===== config.mk =====
export PLATFORM = sky130hd
export DESIGN_NAME = status_ctrl_flat
export DESIGN_NICKNAME = d
export VERILOG_FILES = /design/src/rtl/status_pkg.sv /design/src/rtl/status_ctrl_if.sv /design/src/rtl/status_rr_arbiter.sv /design/src/rtl/status_ctrl.sv /design/src/flat_wrapper.sv
export SDC_FILE = /design/constraint.sdc
export NUM_CORES = 1
export LEC_CHECK = 0
export ABC_AREA = 0
export BUFFER_PORTS_ARGS = -buffer_cell sky130_fd_sc_hd__clkbuf_2
export CAP_MARGIN = 10
export CELL_PAD_IN_SITES_DETAIL_PLACEMENT = 1
export CELL_PAD_IN_SITES_GLOBAL_PLACEMENT = 2
export CORE_ASPECT_RATIO = 1.75
export CORE_MARGIN = 5
export CORE_UTILIZATION = 40
export DETAILED_ROUTE_END_ITERATION = 8
export PLACE_DENSITY_LB_ADDON = 0.1
export SKIP_CTS_REPAIR_TIMING = 1
export SYNTH_ARGS = -nofsm -noshare
export SYNTH_HDL_FRONTEND = slang
export SYNTH_SLANG_ARGS = --single-unit
export TNS_END_PERCENT = 50

===== constraint.sdc =====
create_clock -name clk -period 7.5 [get_ports clk]
set_input_delay 1.5 -clock clk [delete_from_list [all_inputs] [get_ports clk]]
set_output_delay 1.5 -clock clk [all_outputs]
set_load 0.01 [all_outputs]

===== src/rtl/status_pkg.sv =====
// status_pkg: shared width, FSM encoding and requester indices for status_ctrl.
// Contents:
//   STATUS_W          width of every status value (score, life, level)
//   ST_IDLE/EXEC/ACK  FSM state encodings, also exposed as state_e
//   req_idx_e         round-robin requester index (score, life, level)
//   rr_step()         next requester index in round-robin order
package status_pkg;

    localparam int STATUS_W = 13;

    localparam logic [1:0] ST_IDLE = 2'd0;
    localparam logic [1:0] ST_EXEC = 2'd1;
    localparam logic [1:0] ST_ACK  = 2'd2;

    typedef enum logic [1:0] {
        S_IDLE = ST_IDLE,
        S_EXEC = ST_EXEC,
        S_ACK  = ST_ACK
    } state_e;

    typedef enum logic [1:0] {
        REQ_SCORE = 2'd0,
        REQ_LIFE  = 2'd1,
        REQ_LVL   = 2'd2
    } req_idx_e;

    function automatic req_idx_e rr_step(input req_idx_e r);
        return (r == REQ_LVL) ? REQ_SCORE : req_idx_e'(r + 2'd1);
    endfunction

endpackage


===== src/rtl/status_ctrl_if.sv =====
// status_ctrl_if: 4-phase req/ack bundle between game-logic requesters and status_ctrl.
// Signals:
//   clear_req/clear_ack              new-game clear
//   score_req/score_amt/score_ack    add score_amt points
//   life_req/life_inc/life_ack       life +1 (life_inc=1) or -1 (life_inc=0)
//   lvl_req/lvl_ack                  level +1
// Modports: master = requester side, slave = status_ctrl side.
interface status_ctrl_if;

    logic       clear_req;
    logic       clear_ack;
    logic       score_req;
    logic [7:0] score_amt;
    logic       score_ack;
    logic       life_req;
    logic       life_inc;
    logic       life_ack;
    logic       lvl_req;
    logic       lvl_ack;

    modport master (
        output clear_req, score_req, score_amt, life_req, life_inc, lvl_req,
        input  clear_ack, score_ack, life_ack, lvl_ack
    );

    modport slave (
        input  clear_req, score_req, score_amt, life_req, life_inc, lvl_req,
        output clear_ack, score_ack, life_ack, lvl_ack
    );

endinterface


===== src/rtl/status_rr_arbiter.sv =====
// status_rr_arbiter: combinational round-robin arbiter over score/life/level requests.
// Ports:
//   req       in   3  request vector, bit index = req_idx_e
//   ptr       in   2  requester with highest priority this round
//   grant     out  3  one-hot grant (all zero when no request)
//   ptr_next  out  2  requester after the granted one (ptr when no request)
module status_rr_arbiter
    import status_pkg::*;
(
    input  logic [2:0] req,
    input  req_idx_e   ptr,
    output logic [2:0] grant,
    output req_idx_e   ptr_next
);

    req_idx_e c1, c2, sel;

    always_comb begin
        c1       = rr_step(ptr);
        c2       = rr_step(c1);
        sel      = req[ptr] ? ptr : (req[c1] ? c1 : c2);
        grant    = (|req) ? (3'b001 << sel) : 3'b000;
        ptr_next = (|req) ? rr_step(sel) : ptr;
    end

endmodule


===== src/rtl/status_ctrl.sv =====
// status_ctrl: owns score/life/level for the status overlay; arbitrates update
// requests over a 4-phase req/ack handshake and commits to the display outputs
// only on the vsync rising edge so digits never change mid-frame.
// Ports:
//   clk        in        system clock
//   rst        in        asynchronous active-low reset
//   vsync_in   in        vsync; registered rising edge is the commit point
//   req_if     slave     clear/score/life/level req/ack handshakes
//   score/life/lvl  out  committed 13-bit values
//   game_over  out       committed game-over flag
//   busy       out       FSM not idle
// Build option: BONUS_LIFE_EN adds a bonus life every BONUS_STEP points.
module status_ctrl
    import status_pkg::*;
#(
    parameter int unsigned SCORE_MAX  = 999,
    parameter int unsigned LIFE_INIT  = 3,
    parameter int unsigned LIFE_MAX   = 9,
    parameter int unsigned LVL_INIT   = 1,
`ifdef BONUS_LIFE_EN
    parameter int unsigned BONUS_STEP = 100,
`endif
    parameter int unsigned LVL_MAX    = 99
)(
    input  logic                clk,
    input  logic                rst,
    input  logic                vsync_in,
    status_ctrl_if.slave        req_if,
    output logic [STATUS_W-1:0] score,
    output logic [STATUS_W-1:0] life,
    output logic [STATUS_W-1:0] lvl,
    output logic                game_over,
    output logic                busy
);

    localparam logic [STATUS_W-1:0] SMAX  = STATUS_W'(SCORE_MAX);
    localparam logic [STATUS_W-1:0] LINIT = STATUS_W'(LIFE_INIT);
    localparam logic [STATUS_W-1:0] LMAX  = STATUS_W'(LIFE_MAX);
    localparam logic [STATUS_W-1:0] VINIT = STATUS_W'(LVL_INIT);
    localparam logic [STATUS_W-1:0] VMAX  = STATUS_W'(LVL_MAX);
    localparam logic [STATUS_W-1:0] ONE   = STATUS_W'(1);

    logic [1:0]          state;
    logic [3:0]          gnt;
    logic                ack_q;
    logic                vsync_q;
    req_idx_e            ptr;
    req_idx_e            ptr_next;
    logic [2:0]          arb_grant;
    logic [STATUS_W-1:0] w_score;
    logic [STATUS_W-1:0] w_life;
    logic [STATUS_W-1:0] w_lvl;
    logic                w_go;
    logic [STATUS_W-1:0] score_sum;
    logic [STATUS_W-1:0] score_new;
    logic [STATUS_W-1:0] life_up;
    logic [STATUS_W-1:0] life_dn;
    logic [STATUS_W-1:0] lvl_up;
    logic [3:0]          reqs;
    logic                gnt_req;
    logic                commit;
    logic                bonus_hit;

    // gnt bit order: {clear, lvl, life, score}
    assign reqs = {req_if.clear_req, req_if.lvl_req, req_if.life_req, req_if.score_req};

    status_rr_arbiter u_arb (
        .req      (reqs[2:0]),
        .ptr      (ptr),
        .grant    (arb_grant),
        .ptr_next (ptr_next)
    );

    always_comb begin
        score_sum = w_score + STATUS_W'(req_if.score_amt);
        score_new = (score_sum > SMAX) ? SMAX : score_sum;
        life_up   = (w_life >= LMAX) ? LMAX : w_life + ONE;
        life_dn   = (w_life == '0) ? '0 : w_life - ONE;
        lvl_up    = (w_lvl >= VMAX) ? VMAX : w_lvl + ONE;
        gnt_req   = |(gnt & reqs);
        commit    = vsync_in & ~vsync_q;
    end

`ifdef BONUS_LIFE_EN
    localparam logic [STATUS_W-1:0] BSTEP = STATUS_W'(BONUS_STEP);
    logic [STATUS_W-1:0] next_bonus;
    // A score already pinned at the maximum earns no further bonus.
    assign bonus_hit = (w_score != SMAX) && (score_new >= next_bonus);
    always_ff @(posedge clk or negedge rst) begin
        if (!rst)
            next_bonus <= BSTEP;
        else if (state == ST_EXEC && gnt[3])
            next_bonus <= BSTEP;
        else if (state == ST_EXEC && gnt[0] && !w_go && bonus_hit)
            next_bonus <= next_bonus + BSTEP;
    end
`else
    assign bonus_hit = 1'b0;
`endif

    assign busy              = (state != ST_IDLE);
    assign req_if.score_ack  = ack_q & gnt[0];
    assign req_if.life_ack   = ack_q & gnt[1];
    assign req_if.lvl_ack    = ack_q & gnt[2];
    assign req_if.clear_ack  = ack_q & gnt[3];

    always_ff @(posedge clk or negedge rst) begin
        if (!rst) begin
            state     <= ST_IDLE;
            gnt       <= '0;
            ack_q     <= 1'b0;
            vsync_q   <= 1'b0;
            ptr       <= REQ_SCORE;
            w_score   <= '0;
            w_life    <= LINIT;
            w_lvl     <= VINIT;
            w_go      <= 1'b0;
            score     <= '0;
            life      <= LINIT;
            lvl       <= VINIT;
            game_over <= 1'b0;
        end else begin
            vsync_q <= vsync_in;
            // Nonblocking reads here see pre-EXEC working values, so a
            // coinciding update shows up only at the following vsync.
            if (commit) begin
                score     <= w_score;
                life      <= w_life;
                lvl       <= w_lvl;
                game_over <= w_go;
            end
            if (state == ST_IDLE) begin
                if (|reqs) begin
                    gnt   <= req_if.clear_req ? 4'b1000 : {1'b0, arb_grant};
                    ptr   <= req_if.clear_req ? ptr : ptr_next;
                    state <= ST_EXEC;
                end
            end else if (state == ST_EXEC) begin
                state <= ST_ACK;
                if (gnt[3]) begin
                    w_score <= '0;
                    w_life  <= LINIT;
                    w_lvl   <= VINIT;
                    w_go    <= 1'b0;
                end else if (!w_go) begin
                    if (gnt[0])
                        w_score <= score_new;
                    if (gnt[0] && bonus_hit)
                        w_life <= life_up;
                    if (gnt[1]) begin
                        w_life <= req_if.life_inc ? life_up : life_dn;
                        w_go   <= ~req_if.life_inc & (life_dn == '0);
                    end
                    if (gnt[2])
                        w_lvl <= lvl_up;
                end
            end else begin
                // Raise ack one cycle after EXEC; release once the requester lets go.
                ack_q <= gnt_req;
                state <= gnt_req ? ST_ACK : ST_IDLE;
            end
        end
    end

endmodule


===== src/flat_wrapper.sv =====
// flat-port wrapper written by rule: the top's interface ports become plain ports
module status_ctrl_flat import status_pkg::*;
#(
    parameter int unsigned SCORE_MAX  = 999,
    parameter int unsigned LIFE_INIT  = 3,
    parameter int unsigned LIFE_MAX   = 9,
    parameter int unsigned LVL_INIT   = 1,

    parameter int unsigned LVL_MAX    = 99
)
  (clk, rst, vsync_in, score, life, lvl, game_over, busy, req_if_clear_req, req_if_score_req, req_if_score_amt, req_if_life_req, req_if_life_inc, req_if_lvl_req, req_if_clear_ack, req_if_score_ack, req_if_life_ack, req_if_lvl_ack);
  status_ctrl_if req_if_i ();
  input  logic clk;
  input  logic rst;
  input  logic vsync_in;
  output logic [STATUS_W-1:0] score;
  output logic [STATUS_W-1:0] life;
  output logic [STATUS_W-1:0] lvl;
  output logic game_over;
  output logic busy;
  input wire logic [$bits(req_if_i.clear_req)-1:0] req_if_clear_req;
  input wire logic [$bits(req_if_i.score_req)-1:0] req_if_score_req;
  input wire logic [$bits(req_if_i.score_amt)-1:0] req_if_score_amt;
  input wire logic [$bits(req_if_i.life_req)-1:0] req_if_life_req;
  input wire logic [$bits(req_if_i.life_inc)-1:0] req_if_life_inc;
  input wire logic [$bits(req_if_i.lvl_req)-1:0] req_if_lvl_req;
  output wire logic [$bits(req_if_i.clear_ack)-1:0] req_if_clear_ack;
  output wire logic [$bits(req_if_i.score_ack)-1:0] req_if_score_ack;
  output wire logic [$bits(req_if_i.life_ack)-1:0] req_if_life_ack;
  output wire logic [$bits(req_if_i.lvl_ack)-1:0] req_if_lvl_ack;
  assign req_if_i.clear_req = req_if_clear_req;
  assign req_if_i.score_req = req_if_score_req;
  assign req_if_i.score_amt = req_if_score_amt;
  assign req_if_i.life_req = req_if_life_req;
  assign req_if_i.life_inc = req_if_life_inc;
  assign req_if_i.lvl_req = req_if_lvl_req;
  assign req_if_clear_ack = req_if_i.clear_ack;
  assign req_if_score_ack = req_if_i.score_ack;
  assign req_if_life_ack = req_if_i.life_ack;
  assign req_if_lvl_ack = req_if_i.lvl_ack;
  status_ctrl #(.SCORE_MAX(SCORE_MAX), .LIFE_INIT(LIFE_INIT), .LIFE_MAX(LIFE_MAX), .LVL_INIT(LVL_INIT), .LVL_MAX(LVL_MAX)) u_core (.clk(clk), .rst(rst), .vsync_in(vsync_in), .req_if(req_if_i), .score(score), .life(life), .lvl(lvl), .game_over(game_over), .busy(busy));
endmodule

==> results.md <==
- Std-Cell Core Area: 11,100 sq um
- Number of hold-slack violations in the final timing report: 0
- Synthesized instance count: 427
- Max Clk Rate: 288.7 MHz
- Worst setup timing slack at the placement stage: 3.680 ns
- Commonest register cell after synthesis: sky130_fd_sc_hd__dfrtp_1
- Final min period: 3.464 ns
- Final Worst Setup Slack: 4.036 ns
- Ys async rst share: 1.000
- Total number of vias: 3,456
- Routability Congestion: 0.8002
- Element type at the critical path start: input port
- Synth warnings: 0
- Proportion of synthesized chip area in sequential cells: 0.4982
- Flip-flop and latch count after synthesis: 90
- Largest net degree at the start of global routing: 61
- Endpoint with the worst hold slack: u_core.score[8]
- Register-to-Register Path Depth: 8
- Effective utilization at floorplan: 0.4085
- Final Power: 0.001645 W
- Final setup violating endpoints: 0
- Num Clock Sinks: 90
- Clock transition at the registers of the reported paths: 0.07 ns
- Critical Path AT: 3.69 ns
- First DRT Iteration DRCs: 72
- Slew @ Worst Pin: 1.084 ns
- Worst hold stages: 2
- Layout overhead on the synthesized area: 15.78%
- Total track usage: 0.1735
- Worst hold-check path type: reg -> reg
- Total detailed-routing wirelength: 11,330 um
- Post-DR vias/cell: 5.556
- Post-Route Skew: 0.006395 ns
- Worst hold start: u_core.score[8]
- Grt total ovfl: 0
- Via count of the first global-routing pass: 3,851
- Netlist cell types: 60
- Net count after synthesis: 456
- Area of combinational cells with multiple inputs: 2172 sq um
- DIE WIDTH: 90.50 um
- Crit Path Max Fanout: 5
- Pre-antenna DRT Iters: 4
- Number of top-level design ports: 61
- Worst EP required: 7.73 ns
- Run status: finished, final reports clean
- Final #Nets: 514
- Clock root cell: sky130_fd_sc_hd__clkbuf_16
- Inserted Diodes: 0
- Placed inst area: 4949 sq um
- Worst supply voltage drop on vdd: 0.1541 mV
- Number of synthesized flops with an enable pin: 0
- Clock latency at the later pin of the worst-skew pair: 0.34 ns
- Sequential cell area: 2260 sq um
- Max cap viols: 0
- WHS: 0.4817 ns
- Initial antenna violation count: 0
- DRC errors left: 0
- Placed wire-length estimate after detailed placement: 8490 um
- Power per Cell Area: 313.3 nW/um^2
- Maximum level of the CTS H-tree: 3
- Average cell area after synthesis: 10.62 sq um
- Post-Layout Inst Area: 5251 sq um
- Port buffer count: 60
- Launching point of the worst reg2reg path: u_core.w_score[1]
- Sum of negative setup slack: 0 ns
- Remaining max-slew budget at the tightest pin: 0.2774
- Layout cell share with drive strength beyond 1: 0.2755
- Type of the setup path with the least slack: in -> reg
- Die ar.: 13,650 sq um
- Clock buffer count from CTS: 9
- Static leakage: 2.601 nW
- Drt wl/cell: 18.21 um
- FF-to-FF End: u_core.w_score[3]
- Fill cell instance count of the final layout: 1,266
- TritonCTS clock tree: done
- Unrepaired setup endpoints after global routing: no
- Endpoint type of the worst setup path: flip-flop
- Fin crit share: 0.4619
- Wire length of the first global-routing pass: 19,210 um
- Post-synthesis cell area: 4536 sq um
- Count of antenna-violating nets left after detailed routing: 0
- Maximum buffer depth of the clock tree: 2
- R2R setup slack: 4.87 ns
- Number of cell rows: 51
- Slew Limit Fails: 0
- Chip height: 150.9 um
cell type report:
class | count | area share
Sequential cell | 90 | 0.4303
Multi-Input combinational cell | 313 | 0.4136
Timing Repair Buffer | 62 | 0.06052
Clock buffer | 9 | 0.04289
Tap cell | 132 | 0.03145
Clock inverter | 7 | 0.01477
Inverter | 9 | 0.006433
stage by stage:
stage | cells | util
2_1_floorplan | 427 | -
3_3_place_gp | 606 | 0.4457
3_5_place_dp | 606 | 0.4457
4_1_cts | 622 | 0.4730
5_1_grt | 622 | 0.4730
6_report | 622 | 0.4730
worst max-delay path by stage:
stage / startpoint / to / depth (start not counted)
floorplan: req_if_score_amt[0] / u_core.w_score[3] / 8
global placement: req_if_score_amt[0] / u_core.w_score[3] / 9
detailed placement: req_if_score_amt[0] / u_core.w_score[3] / 9
CTS: req_if_score_amt[0] / u_core.w_score[3] / 9
global route: req_if_score_amt[0] / u_core.w_score[3] / 9
finish: req_if_score_amt[1] / u_core.w_score[3] / 9
per-layer routing:
metal | track usage | vias to the layer above | wire length, um
li1 | - | 1655 | -
met1 | 0.1828 | 1741 | 4300
met2 | 0.3410 | 45 | 6575
met3 | 0.02883 | 15 | 253
met4 | 0.05961 | 0 | 198
met5 | 0 | - | 0
placed cells by master, fill, tap and decap left out, types with 4 or more instances in the layout:
master                      synthesis  layout
sky130_fd_sc_hd__nand2b_1           6       5
sky130_fd_sc_hd__nor2b_1           12      12
sky130_fd_sc_hd__nor3_1             9       9
sky130_fd_sc_hd__o21ai_0           41      40
sky130_fd_sc_hd__clkbuf_2           0      59
sky130_fd_sc_hd__dfstp_2            6       6
sky130_fd_sc_hd__a31oi_1            4       4
sky130_fd_sc_hd__mux2_2            36      36
sky130_fd_sc_hd__a21o_1             8       8
sky130_fd_sc_hd__ha_1              12      12
sky130_fd_sc_hd__a21oi_1           15      15
sky130_fd_sc_hd__nor2_1            28      28
sky130_fd_sc_hd__and2_1            16      16
sky130_fd_sc_hd__nor4_1             4       4
sky130_fd_sc_hd__o21ai_1            6       7
sky130_fd_sc_hd__clkbuf_16          0       9
sky130_fd_sc_hd__nand2_1           37      37
sky130_fd_sc_hd__o31ai_1            4       4
sky130_fd_sc_hd__xor2_1             7       7
sky130_fd_sc_hd__inv_1              9       9
sky130_fd_sc_hd__dfrtp_1           84      84
sky130_fd_sc_hd__mux2i_1            4       4
sky130_fd_sc_hd__nand3_1           10      10
synthesized netlist by cell type, types with 3 or more instances:
master | number | area, sq um
sky130_fd_sc_hd__a211oi_1 | 3 | 22.52
sky130_fd_sc_hd__a21o_1 | 8 | 60.06
sky130_fd_sc_hd__a21oi_1 | 15 | 75.07
sky130_fd_sc_hd__a221oi_1 | 3 | 26.28
sky130_fd_sc_hd__a22oi_1 | 3 | 22.52
sky130_fd_sc_hd__a31oi_1 | 4 | 25.02
sky130_fd_sc_hd__and2_1 | 16 | 100.1
sky130_fd_sc_hd__buf_1 | 3 | 11.26
sky130_fd_sc_hd__clkbuf_1 | 9 | 33.78
sky130_fd_sc_hd__dfrtp_1 | 84 | 2102
sky130_fd_sc_hd__dfstp_2 | 6 | 157.7
sky130_fd_sc_hd__ha_1 | 12 | 150.1
sky130_fd_sc_hd__inv_1 | 9 | 33.78
sky130_fd_sc_hd__mux2_2 | 36 | 405.4
sky130_fd_sc_hd__mux2i_1 | 4 | 40.04
sky130_fd_sc_hd__nand2_1 | 37 | 138.9
sky130_fd_sc_hd__nand2b_1 | 6 | 37.54
sky130_fd_sc_hd__nand3_1 | 10 | 50.05
sky130_fd_sc_hd__nor2_1 | 28 | 105.1
sky130_fd_sc_hd__nor2b_1 | 12 | 75.07
sky130_fd_sc_hd__nor3_1 | 9 | 45.04
sky130_fd_sc_hd__nor4_1 | 4 | 25.02
sky130_fd_sc_hd__o21a_1 | 3 | 22.52
sky130_fd_sc_hd__o21ai_0 | 41 | 205.2
sky130_fd_sc_hd__o21ai_1 | 6 | 30.03
sky130_fd_sc_hd__o31ai_1 | 4 | 30.03
sky130_fd_sc_hd__or3_1 | 3 | 18.77
sky130_fd_sc_hd__xnor2_1 | 3 | 26.28
sky130_fd_sc_hd__xor2_1 | 7 | 61.31
worst max-delay path, stage by stage:
cell	delay, ns
sky130_fd_sc_hd__clkbuf_2	0.11
sky130_fd_sc_hd__ha_1	0.31
sky130_fd_sc_hd__a211oi_1	0.44
sky130_fd_sc_hd__o21ai_1	0.19
sky130_fd_sc_hd__o22ai_1	0.21
sky130_fd_sc_hd__xor2_1	0.13
sky130_fd_sc_hd__a311oi_1	0.27
sky130_fd_sc_hd__a41oi_2	0.22
sky130_fd_sc_hd__a32o_2	0.30
kinds of logic (layout without fill, tap and decap cells):
kind of cell	Yosys count	count (layout)	share of synthesized area
xor gates and xnor gates	10	10	0.01931
buffers and inverters	24	87	0.02345
adders and majority gates	13	13	0.03752
and+or+nand+nor	137	137	0.1542
muxes	40	40	0.09821
DFF	90	90	0.4982
AOI/OAI and AO/OA	113	113	0.1691
power breakdown:
group	internal, W	leakage [nW]	switching (W)
registers	0.000587	1.21	0.000107
logic	0.000213	1.24	0.000293
clock network	0.000234	0.143	0.000211
total	0.00103	2.60	0.000611
state kept, by name, summed over array words and instances, names as in the netlist:
register          count
u_core.w_life        13
u_core.vsync_q        1
u_core.game_over      1
u_core.score         13
u_core.state          2
u_core.ack_q          1
u_core.gnt            4
u_core.life          13
u_core.w_go           1
u_core.lvl           13
u_core.w_lvl         13
u_core.ptr            2
u_core.w_score       13
(Power assumes the default switching activity.)
